**src/rtl/cpu7_tlb_arb_pkg.sv**
```systemverilog
// Shared encodings for the cpu7 TLB lookup-port arbiter: FSM states,
// issuing-source codes and the width of a routed lookup result.
package cpu7_tlb_arb_pkg;

  localparam logic [1:0] ST_IDLE   = 2'd0;
  localparam logic [1:0] ST_BUSY_I = 2'd1;
  localparam logic [1:0] ST_BUSY_D = 2'd2;
  localparam logic [1:0] ST_BUSY_M = 2'd3;

  typedef enum logic [1:0] {
    IDLE   = ST_IDLE,
    BUSY_I = ST_BUSY_I,
    BUSY_D = ST_BUSY_D,
    BUSY_M = ST_BUSY_M
  } state_e;

  localparam logic [1:0] SRC_I = 2'd0;
  localparam logic [1:0] SRC_D = 2'd1;
  localparam logic [1:0] SRC_M = 2'd2;

  localparam int EXC_W = 6;

  // Result bundle is {hit, paddr, uncached, exccode}.
  function automatic int res_w(input int pabits);
    return 1 + pabits + 1 + EXC_W;
  endfunction

endpackage

```
**src/rtl/cpu7_tlb_arb_pick.sv**
```systemverilog
// Fixed-priority picker (M > D > I) where a starving fetch jumps ahead of D.
module cpu7_tlb_arb_pick
  import cpu7_tlb_arb_pkg::*;
(
  input  logic       i_elig,
  input  logic       d_elig,
  input  logic       m_elig,
  input  logic       starve,
  output logic [2:0] gnt
);

  always_comb begin
    gnt = '0;
    if (m_elig) begin
      gnt[SRC_M] = 1'b1;
    end else if (d_elig && !starve) begin
      gnt[SRC_D] = 1'b1;
    end else if (i_elig) begin
      gnt[SRC_I] = 1'b1;
    end
  end

endmodule

```
**src/rtl/cpu7_tlb_arb.sv**
```systemverilog
// Shares the tlb_wrapper lookup port among fetch, data and maintenance
// requesters with one transaction outstanding and registered result routing.
module cpu7_tlb_arb
  import cpu7_tlb_arb_pkg::*;
#(
  parameter int GRLEN      = 32,
  parameter int PABITS     = 32,
  parameter int OPW        = 5,
  parameter int STARVE_MAX = 3
) (
  input  logic              clk,
  input  logic              reset,
  input  logic              i_req,
  input  logic [GRLEN-1:0]  i_vaddr,
  input  logic              i_cacop,
  input  logic              i_cancel,
  output logic              i_grant,
  output logic              i_finish,
  output logic              i_hit,
  output logic [PABITS-1:0] i_paddr,
  output logic              i_uncached,
  output logic [5:0]        i_exccode,
  input  logic              d_req,
  input  logic              d_wr,
  input  logic [GRLEN-1:0]  d_vaddr,
  output logic              d_grant,
  output logic              d_finish,
  output logic              d_hit,
  output logic [PABITS-1:0] d_paddr,
  output logic              d_uncached,
  output logic [5:0]        d_exccode,
  input  logic              m_req,
  input  logic [OPW-1:0]    m_op,
  input  logic [GRLEN-1:0]  m_vaddr,
  output logic              m_grant,
  output logic              m_finish,
  output logic              t_req,
  output logic [1:0]        t_src,
  output logic [GRLEN-1:0]  t_vaddr,
  output logic              t_wr,
  output logic              t_cacop,
  output logic [OPW-1:0]    t_op,
  input  logic              t_finish,
  input  logic              t_hit,
  input  logic [PABITS-1:0] t_paddr,
  input  logic              t_uncached,
  input  logic [5:0]        t_exccode
);

  localparam int RES_W = res_w(PABITS);
  localparam int CNT_W = (STARVE_MAX < 1) ? 1 : $clog2(STARVE_MAX + 1);
  localparam logic [CNT_W-1:0] CNT_MAX = CNT_W'(STARVE_MAX);

  state_e             state_q, state_d;
  logic [CNT_W-1:0]   starve_cnt_q, starve_cnt_d;
  logic               drop_q, drop_d;
  logic               i_grant_q, i_grant_d;
  logic               d_grant_q, d_grant_d;
  logic               m_grant_q, m_grant_d;
  logic               i_finish_q, i_finish_d;
  logic               d_finish_q, d_finish_d;
  logic               m_finish_q, m_finish_d;
  logic               t_req_q, t_req_d;
  logic [1:0]         t_src_q, t_src_d;
  logic [GRLEN-1:0]   t_vaddr_q, t_vaddr_d;
  logic               t_wr_q, t_wr_d;
  logic               t_cacop_q, t_cacop_d;
  logic [OPW-1:0]     t_op_q, t_op_d;
  logic [RES_W-1:0]   i_res_q, i_res_d;
  logic [RES_W-1:0]   d_res_q, d_res_d;

  logic [RES_W-1:0]   t_res;
  logic               i_elig;
  logic               starve;
  logic [2:0]         gnt;

  assign t_res  = {t_hit, t_paddr, t_uncached, t_exccode};
  // A fetch being flushed in the same cycle is not worth issuing.
  assign i_elig = i_req && !i_cancel;
  assign starve = i_elig && (starve_cnt_q == CNT_MAX);

  cpu7_tlb_arb_pick u_pick (
    .i_elig (i_elig),
    .d_elig (d_req),
    .m_elig (m_req),
    .starve (starve),
    .gnt    (gnt)
  );

  always_comb begin
    state_d      = state_q;
    starve_cnt_d = starve_cnt_q;
    drop_d       = drop_q;
    i_grant_d    = 1'b0;
    d_grant_d    = 1'b0;
    m_grant_d    = 1'b0;
    i_finish_d   = 1'b0;
    d_finish_d   = 1'b0;
    m_finish_d   = 1'b0;
    t_req_d      = 1'b0;
    t_src_d      = t_src_q;
    t_vaddr_d    = t_vaddr_q;
    t_wr_d       = t_wr_q;
    t_cacop_d    = t_cacop_q;
    t_op_d       = t_op_q;
    i_res_d      = i_res_q;
    d_res_d      = d_res_q;

    case (state_q)
      IDLE: begin
        if (!i_req) begin
          starve_cnt_d = '0;
        end
        if (gnt[SRC_M]) begin
          state_d   = BUSY_M;
          m_grant_d = 1'b1;
          t_req_d   = 1'b1;
          t_src_d   = SRC_M;
          t_vaddr_d = m_vaddr;
          t_wr_d    = 1'b0;
          t_cacop_d = 1'b0;
          t_op_d    = m_op;
        end else if (gnt[SRC_D]) begin
          state_d   = BUSY_D;
          d_grant_d = 1'b1;
          t_req_d   = 1'b1;
          t_src_d   = SRC_D;
          t_vaddr_d = d_vaddr;
          t_wr_d    = d_wr;
          t_cacop_d = 1'b0;
          t_op_d    = '0;
          if (i_req && (starve_cnt_q != CNT_MAX)) begin
            starve_cnt_d = starve_cnt_q + 1'b1;
          end
        end else if (gnt[SRC_I]) begin
          state_d      = BUSY_I;
          i_grant_d    = 1'b1;
          t_req_d      = 1'b1;
          t_src_d      = SRC_I;
          t_vaddr_d    = i_vaddr;
          t_wr_d       = 1'b0;
          t_cacop_d    = i_cacop;
          t_op_d       = '0;
          starve_cnt_d = '0;
        end
      end
      BUSY_I: begin
        if (i_cancel) begin
          drop_d = 1'b1;
        end
        // The wrapper cannot be aborted, so a flushed fetch still waits here.
        if (t_finish) begin
          state_d = IDLE;
          drop_d  = 1'b0;
          if (!drop_q && !i_cancel) begin
            i_finish_d = 1'b1;
            i_res_d    = t_res;
          end
        end
      end
      BUSY_D: begin
        if (t_finish) begin
          state_d    = IDLE;
          d_finish_d = 1'b1;
          d_res_d    = t_res;
        end
      end
      BUSY_M: begin
        if (t_finish) begin
          state_d    = IDLE;
          m_finish_d = 1'b1;
        end
      end
      default: state_d = IDLE;
    endcase
  end

  always_ff @(posedge clk) begin
    if (reset) begin
      state_q      <= IDLE;
      starve_cnt_q <= '0;
      drop_q       <= 1'b0;
      i_grant_q    <= 1'b0;
      d_grant_q    <= 1'b0;
      m_grant_q    <= 1'b0;
      i_finish_q   <= 1'b0;
      d_finish_q   <= 1'b0;
      m_finish_q   <= 1'b0;
      t_req_q      <= 1'b0;
      t_src_q      <= '0;
      t_vaddr_q    <= '0;
      t_wr_q       <= 1'b0;
      t_cacop_q    <= 1'b0;
      t_op_q       <= '0;
      i_res_q      <= '0;
      d_res_q      <= '0;
    end else begin
      state_q      <= state_d;
      starve_cnt_q <= starve_cnt_d;
      drop_q       <= drop_d;
      i_grant_q    <= i_grant_d;
      d_grant_q    <= d_grant_d;
      m_grant_q    <= m_grant_d;
      i_finish_q   <= i_finish_d;
      d_finish_q   <= d_finish_d;
      m_finish_q   <= m_finish_d;
      t_req_q      <= t_req_d;
      t_src_q      <= t_src_d;
      t_vaddr_q    <= t_vaddr_d;
      t_wr_q       <= t_wr_d;
      t_cacop_q    <= t_cacop_d;
      t_op_q       <= t_op_d;
      i_res_q      <= i_res_d;
      d_res_q      <= d_res_d;
    end
  end

  assign i_grant  = i_grant_q;
  assign d_grant  = d_grant_q;
  assign m_grant  = m_grant_q;
  assign i_finish = i_finish_q;
  assign d_finish = d_finish_q;
  assign m_finish = m_finish_q;
  assign t_req    = t_req_q;
  assign t_src    = t_src_q;
  assign t_vaddr  = t_vaddr_q;
  assign t_wr     = t_wr_q;
  assign t_cacop  = t_cacop_q;
  assign t_op     = t_op_q;

  assign {i_hit, i_paddr, i_uncached, i_exccode} = i_res_q;
  assign {d_hit, d_paddr, d_uncached, d_exccode} = d_res_q;

endmodule

```
**config.mk**
```make
export PLATFORM = sky130hd
export DESIGN_NAME = cpu7_tlb_arb
export DESIGN_NICKNAME = d
export VERILOG_FILES = /design/src/rtl/cpu7_tlb_arb_pkg.sv /design/src/rtl/cpu7_tlb_arb_pick.sv /design/src/rtl/cpu7_tlb_arb.sv
export SDC_FILE = /design/constraint.sdc
export NUM_CORES = 1
export LEC_CHECK = 0
export ABC_CLOCK_PERIOD_IN_PS = 3030
export BUFFER_PORTS_ARGS = -buffer_cell sky130_fd_sc_hd__buf_2
export CORE_MARGIN = 2
export CORE_UTILIZATION = 49
export DETAILED_ROUTE_END_ITERATION = 12
export GPL_TIMING_DRIVEN = 0
export MAX_ROUTING_LAYER = met4
export PLACE_DENSITY = 0.91
export SLEW_MARGIN = 10
export SYNTH_ARGS = -nofsm -noshare
export SYNTH_HDL_FRONTEND = slang
export SYNTH_HIERARCHICAL = 1
export SYNTH_SLANG_ARGS = --single-unit
export TNS_END_PERCENT = 1
```
**constraint.sdc**
```tcl
create_clock -name clk -period 3.03 [get_ports clk]
set_input_delay 0.303 -clock clk [delete_from_list [all_inputs] [get_ports clk]]
set_output_delay 0.303 -clock clk [all_outputs]
set_load 0.005 [all_outputs]
```
==> impl_metrics.py, run 1 <==
metrics = {
    "outcome": {
        "run_status": "finished, final reports clean",
    },
    "cells_and_area": {
        "regArea_sq_um": 2660,
        "drive_above_1_share": 0.354,
        "final_common_cell": "buf_2",
        "multi_input_area_sq_um": 2440,
        "layoutNonFillerInstCount": 1084,
        "layout_common_cells": "286 x buf_2, 133 x dfxtp_1, 115 x nand2_1",
        "nNetsFinal": 1082,
        "antenna_cells": 0,
        "fillers": 851,
        "area_delta_synth_final_pct": 40.8,
    },
    "worst_hold_path": {
        "min-delay-start": "t_paddr[6]",
        "holdPathStages": 3,
        "worst_hold_path_type": "in2reg",
    },
    "floorplan": {
        "core.rowCount": 38,
        "core_region_area_sq_um": 10800,
        "initial_core_util": 0.500,
        "ios": 278,
        "chipHeight_um": 109,
        "die_x_um": 109,
        "dieArea_sq_um": 11900,
    },
    "timing": {
        "final_max_slew_viol_count": 0,
        "worstMarginPinSlew_ns": 0.648,
        "finalSetupTns_ns": 0,
        "rsz0062_at_grt": "no",
        "finalHoldViolations": 0,
        "relSlewSlack": 0.568,
        "worst_clock_skew_ns": 0.00818,
        "finalCritPeriodShare": 0.742,
        "period_minus_slack_ns": 2.25,
        "final-setup-viol-count": 0,
        "max_freq_mhz": 445,
    },
    "clock_network": {
        "clk_latency_ns": 0.51,
        "cts_tree": "yes",
        "cts_resized": 0,
        "numCtsBuffers": 17,
        "cts_sinks": 133,
        "root_buffer": "clkbuf_8",
        "cts_htree_levels": 4,
        "clk_pin_slew_ns": 0.06,
        "post_cts_buffers": 0,
        "hold_buffers": 0,
        "clk_path_buf_depth": 2,
    },
    "setup_path": {
        "crit_fanout": 10,
        "critPathLaunchType": "flop",
        "criticalPathCategory": "reg2reg",
        "crit_required_ns": 3.44,
        "startpoint": "starve_cnt_q[0]$_SDFFE_PP0N_",
        "r2r-start": "starve_cnt_q[0]$_SDFFE_PP0N_",
        "r2r_cells": 9,
        "slowest_stage": "dfxtp_1",
        "crit_path_max_incr_delay_ns": 0.34,
        "crit_chain": "ha_1 -> and2_1 -> nor2b_4 -> nor2b_4 -> buf_2 -> buf_2 -> mux2i_1 -> o21ai_0 -> a22o_1",
        "arrival_ns": 2.65,
        "worstSetupEndpointType": "flop",
    },
    "synth": {
        "ys_top_cells_by_area": "dfxtp_1 49%, a21oi_1 8.3%, nand2_1 8.0%",
        "syn-cell-area_sq_um": 5420,
        "synth_adder_area_share": 0.00231,
        "synthesis.instances": 635,
        "synthArstFlopShare": 0,
        "yosysTopAreaCellShare": 0.491,
        "synth_fp_nets": 786,
        "ys_warn_count": 6,
        "synth_xor_area_frac": 0,
        "synth_top_area_cell": "dfxtp_1",
        "synth_cell_types": 38,
        "synth_area_per_cell_sq_um": 8.54,
        "synth_compound_area_frac": 0.222,
        "synth_top_family_by_area": "compound AO/OA/AOI/OAI gates",
        "seq_area_frac_synth": 0.491,
        "synth_edf_count": 0,
        "synth_simple_gate_area_frac": 0.167,
        "synth.area.mux_share": 0.0591,
        "synth-seq-cells": 133,
        "synth_flop_cell": "dfxtp_1",
    },
    "routing": {
        "route.detailed.drc": 0,
        "vias": 5802,
        "routed_wirelength_mm": 17.3,
        "antenna_left": 0,
        "viasPerCell": 5.35,
        "wire_per_inst_um": 16.0,
        "drt-initial-drc-count": 373,
        "first_pass_iters": 5,
    },
    "global_route": {
        "antenna_found_initial": 0,
        "grt_pass1_vias": 5650,
        "grt_pass1_wl_mm": 26.4,
        "grt_max_degree": 17,
        "grt-ovfl-total": 0,
        "track_usage": 0.295,
    },
    "placed_design": {
        "gp_congestion": 0.859,
        "place_hpwl_mm": 12.9,
        "dp_cells": 1052,
        "numPortBuffers": 277,
    },
    "flow_run": {
        "drv_cap": 0,
    },
    "power_and_ir_drop": {
        "leakagePower_nw": 3.50,
        "powerDensity_nw_per_um2": 626,
        "vdd_drop_max_v": 0.000378,
    },
}
final timing paths:
kind	end	slack (ns)
max	t_vaddr[9]$_SDFFE_PP0P_	0.78
min	d_res_q[13]$_SDFFE_PP0P_	0.03
max reg2reg	t_vaddr[9]$_SDFFE_PP0P_	0.78
min reg2reg	d_res_q[27]$_SDFFE_PP0P_	0.45
state kept, by name, summed over array words and instances, names as in the netlist, 2 cells and up:
| name | cells |
|---|---|
| i_res_q | 40 |
| d_res_q | 40 |
| t_vaddr | 32 |
| starve_cnt_q | 2 |
| state_q | 2 |
| t_src | 2 |
| t_op | 5 |
power breakdown:
part | internal (mW) | total, mW | switching (mW)
sequential | 1.84 | 1.89 | 0.0476
combinational | 0.274 | 0.613 | 0.339
clock | 1.46 | 2.28 | 0.818
synthesized netlist by cell type (2+ instances only):
library cell    n
dfxtp_1       133
nand2_1       115
a21oi_1        90
o21ai_0        82
nand3_1        46
clkbuf_1       41
a22o_1         32
mux2i_1        32
buf_2           9
buf_6           8
nor3_1          6
nor2_1          5
inv_1           3
nand3b_1        3
a31oi_1         2
and3b_1         2
nand2b_1        2
nand4b_1        2
nor2b_1         2
nor2b_4         2
metal layers:
layer,global-route usage,routed length (um),up-vias
met5,-,0,-
met4,0.120,461,0
met3,0.0837,1400,42
met2,0.543,8960,270
met1,0.291,6520,2664
li1,-,-,2826
cell type report:
type / count / share of cell area
clock buffer: 19 / 0.0566
multi-input combinational: 438 / 0.320
inverter: 3 / 0.00148
buffer: 61 / 0.0400
clock inverter: 13 / 0.0285
sequential: 133 / 0.349
tap: 140 / 0.0230
timing repair buffer: 277 / 0.182
worst max-delay path, delay by kind of cell (launching register included):
| kind | cells | cell delay (ns) |
|---|---|---|
| adders and majority gates | 1 | 0.25 |
| AOI/OAI and AO/OA | 2 | 0.32 |
| buffers and inverters | 2 | 0.54 |
| and+or+nand+nor | 3 | 0.44 |
| DFF | 1 | 0.34 |
| muxes | 1 | 0.24 |
logic make-up after synthesis:
group                    after synthesis
AO/OA/AOI/OAI                        211
AND/OR/NAND/NOR                      194
flip-flops                           133
buffers and inverters                 64
multiplexers                          32
adder cells (fa/ha/maj)                1
per-stage QoR:
step,instance area (sq um),setup WS (ns),power (mW),hold WS (ns),util
4_1_cts,7630,0.778,4.79,0.0156,0.704
5_1_grt,7630,0.655,4.95,0.0191,0.704
3_5_place_dp,6980,0.764,2.53,0.443,0.644
2_1_floorplan,5420,1.08,2.24,0.428,-
6_report,7630,0.783,4.78,0.0326,0.704
3_3_place_gp,6980,0.807,2.52,0.438,0.644
(Power assumes the default switching activity.)
==> inputs of run 2 (changes only) <==
--- a/config.mk
+++ b/config.mk
@@ -5,14 +5,14 @@
 export SDC_FILE = /design/constraint.sdc
 export NUM_CORES = 1
 export LEC_CHECK = 0
-export ABC_CLOCK_PERIOD_IN_PS = 3030
+export ABC_CLOCK_PERIOD_IN_PS = 2000
 export BUFFER_PORTS_ARGS = -buffer_cell sky130_fd_sc_hd__buf_2
 export CORE_MARGIN = 2
-export CORE_UTILIZATION = 49
+export CORE_UTILIZATION = 41
 export DETAILED_ROUTE_END_ITERATION = 12
 export GPL_TIMING_DRIVEN = 0
 export MAX_ROUTING_LAYER = met4
-export PLACE_DENSITY = 0.91
+export PLACE_DENSITY = 0.82
 export SLEW_MARGIN = 10
 export SYNTH_ARGS = -nofsm -noshare
 export SYNTH_HDL_FRONTEND = slang
==> constraint.sdc (replaced) <==
create_clock -name clk -period 2 [get_ports clk]
set_input_delay 0.2 -clock clk [delete_from_list [all_inputs] [get_ports clk]]
set_output_delay 0.2 -clock clk [all_outputs]
set_load 0.005 [all_outputs]
==> run 2 against run 1 <==
Compared with the run above: first-iteration DRC count fell by 11%; core utilization down 12 points; routed wire length is 2.1% higher; critical endpoint is now t_vaddr[1]$_SDFFE_PP0P_.
==> impl_metrics.py, run 2 (synthesis gave the netlist of run 1 again) <==
metrics = {
    "outcome": {
        "run_status": "finished, final reports clean",
    },
    "clock_network": {
        "cts_tree": "yes",
        "root_buffer": "clkbuf_16",
        "clk_pin_slew_ns": 0.06,
        "clk_path_buf_depth": 2,
        "hold_buffers": 0,
        "cts_htree_levels": 4,
        "numCtsBuffers": 17,
        "cts_sinks": 133,
        "clk_latency_ns": 0.42,
    },
    "timing": {
        "finalCritPeriodShare": 0.972,
        "finalSetupTns_ns": 0,
        "setup_slack_ns": 0.0550,
        "final-setup-viol-count": 0,
        "worstMarginPinSlew_ns": 0.667,
        "max_freq_mhz": 514,
        "period_minus_slack_ns": 1.94,
        "finalHoldViolations": 0,
        "rsz0062_at_grt": "yes",
        "final_max_slew_viol_count": 0,
        "worst_clock_skew_ns": 0.00755,
        "relSlewSlack": 0.555,
    },
    "routing": {
        "wl_met2_mm": 9.14,
        "vias": 5730,
        "antenna_left": 0,
        "drt-met1-wl_mm": 6.73,
        "wl_met3_mm": 1.41,
        "route.detailed.drc": 0,
        "routed.top_layer": "met4",
        "first_pass_iters": 5,
        "viasPerCell": 5.10,
        "drt-initial-drc-count": 331,
        "wire_per_inst_um": 15.7,
        "routed_wirelength_mm": 17.7,
    },
    "power_and_ir_drop": {
        "power_frac_comb": 0.145,
        "clock_power_share": 0.421,
        "vdd_drop_max_v": 0.000492,
        "leakagePower_nw": 3.47,
        "powerDensity_nw_per_um2": 858,
        "p_sw_mw": 1.76,
        "sequentialPowerShare": 0.435,
        "swShare": 0.268,
        "cell_internal_pwr_mw": 4.82,
    },
    "cells_and_area": {
        "multi_input_area_sq_um": 2490,
        "nNetsFinal": 1086,
        "layout_common_cells": "282 x buf_2, 131 x dfxtp_1, 115 x nand2_1",
        "antenna_cells": 0,
        "final_common_cell": "buf_2",
        "fillers": 1190,
        "regArea_sq_um": 2670,
        "drive_above_1_share": 0.366,
        "area_delta_synth_final_pct": 41.6,
    },
    "global_route": {
        "antenna_found_initial": 0,
        "grt_pass1_wl_mm": 27.3,
        "grt_pass1_vias": 5482,
        "grt_max_degree": 17,
        "track_usage": 0.254,
        "grt-ovfl-total": 0,
    },
    "floorplan": {
        "chipHeight_um": 119,
        "dieArea_sq_um": 14200,
        "die_x_um": 119,
        "core.rowCount": 42,
        "initial_core_util": 0.414,
        "ios": 278,
        "core_region_area_sq_um": 13100,
    },
    "setup_path": {
        "crit_required_ns": 2.31,
        "arrival_ns": 2.26,
        "crit_fanout": 6,
        "criticalPathCategory": "reg2reg",
        "critPathLaunchType": "flop",
        "worstSetupEndpointType": "flop",
    },
    "placed_design": {
        "place_ws_ns": -0.306,
        "numPortBuffers": 277,
        "place_hpwl_mm": 13.6,
        "gp_congestion": 0.900,
    },
    "flow_run": {
        "drv_cap": 0,
    },
    "worst_hold_path": {
        "worst_hold_path_type": "in2reg",
    },
}
## run 2: changes by cell type in the layout (fill, tap and decap cells not counted), moves of 2 or more
cell	delta
buf_2	-4
buf_4	+3
buf_6	+3
bufinv_16	-5
clkinv_2	+6
clkinvlp_4	+3
dfxtp_1	-2
inv_6	-4
mux2i_1	-2
mux2i_2	+2
o21ai_0	-3
o21ai_1	+3
## run 2: power by group through the flow
stage          clock [mW]  combinational [mW]  sequential, mW
2_1_floorplan           0               0.473            2.92
3_3_place_gp            0               0.918            2.91
3_5_place_dp            0               0.929            2.92
4_1_cts              2.80               0.944            2.86
5_1_grt              2.92                1.05            2.88
6_report             2.77               0.953            2.86
## run 2: per-stage QoR
stage,utilization,cells,power [mW],instance area [sq um],hold WS [ns]
after detailed placement,0.537,1088,3.85,7030,0.443
final,0.587,1124,6.59,7680,0.0256
after CTS,0.582,1121,6.61,7610,0.0120
after global routing,0.587,1124,6.84,7680,0.0202
after floorplan,-,635,3.40,5420,0.325
after global placement,0.537,1088,3.83,7030,0.438
## run 2: layout make-up
cell class              count  area share
clock buffers              19      0.0577
flip-flops and latches    133       0.348
well taps                 176      0.0287
plain buffers              61      0.0447
clock inverters            13      0.0111
repair buffers            281       0.185
multi-input cells         438       0.324
inverters                   3     0.00147
## run 2: per-layer routing
metal  global-route usage  up-vias
met5                    -        -
met4               0.0990        0
met3               0.0680       30
met2                0.452      291
met1                0.267     2587
li1                     -     2822
## run 2: what timing repair did
action | in CTS | in global routing
endpoints found under the setup margin | 43 | 42
buffers inserted | 1 | 3
pin swaps | 0 | 3
resized for setup | 16 | 15
## run 2: worst max-delay path: stages (launching register included)
cell and delay (ns):
dfxtp_4 0.36, ha_4 0.17, and2_4 0.14, nor2b_4 0.11
nor2b_4 0.18, buf_8 0.15, buf_6 0.12, buf_4 0.11
mux2i_2 0.22, o21ai_1 0.09, a22o_1 0.19
## run 2: final timing paths
path | cells after the start | end | start | slack (ns)
worst max-delay path | 10 | t_vaddr[1]$_SDFFE_PP0P_ | starve_cnt_q[0]$_SDFFE_PP0N_ | 0.06
worst max register to register | 10 | t_vaddr[1]$_SDFFE_PP0P_ | starve_cnt_q[0]$_SDFFE_PP0N_ | 0.06
worst min register to register | 2 | d_res_q[15]$_SDFFE_PP0P_ | d_res_q[15]$_SDFFE_PP0P_ | 0.45
worst min-delay path | 3 | d_res_q[14]$_SDFFE_PP0P_ | t_paddr[7] | 0.03
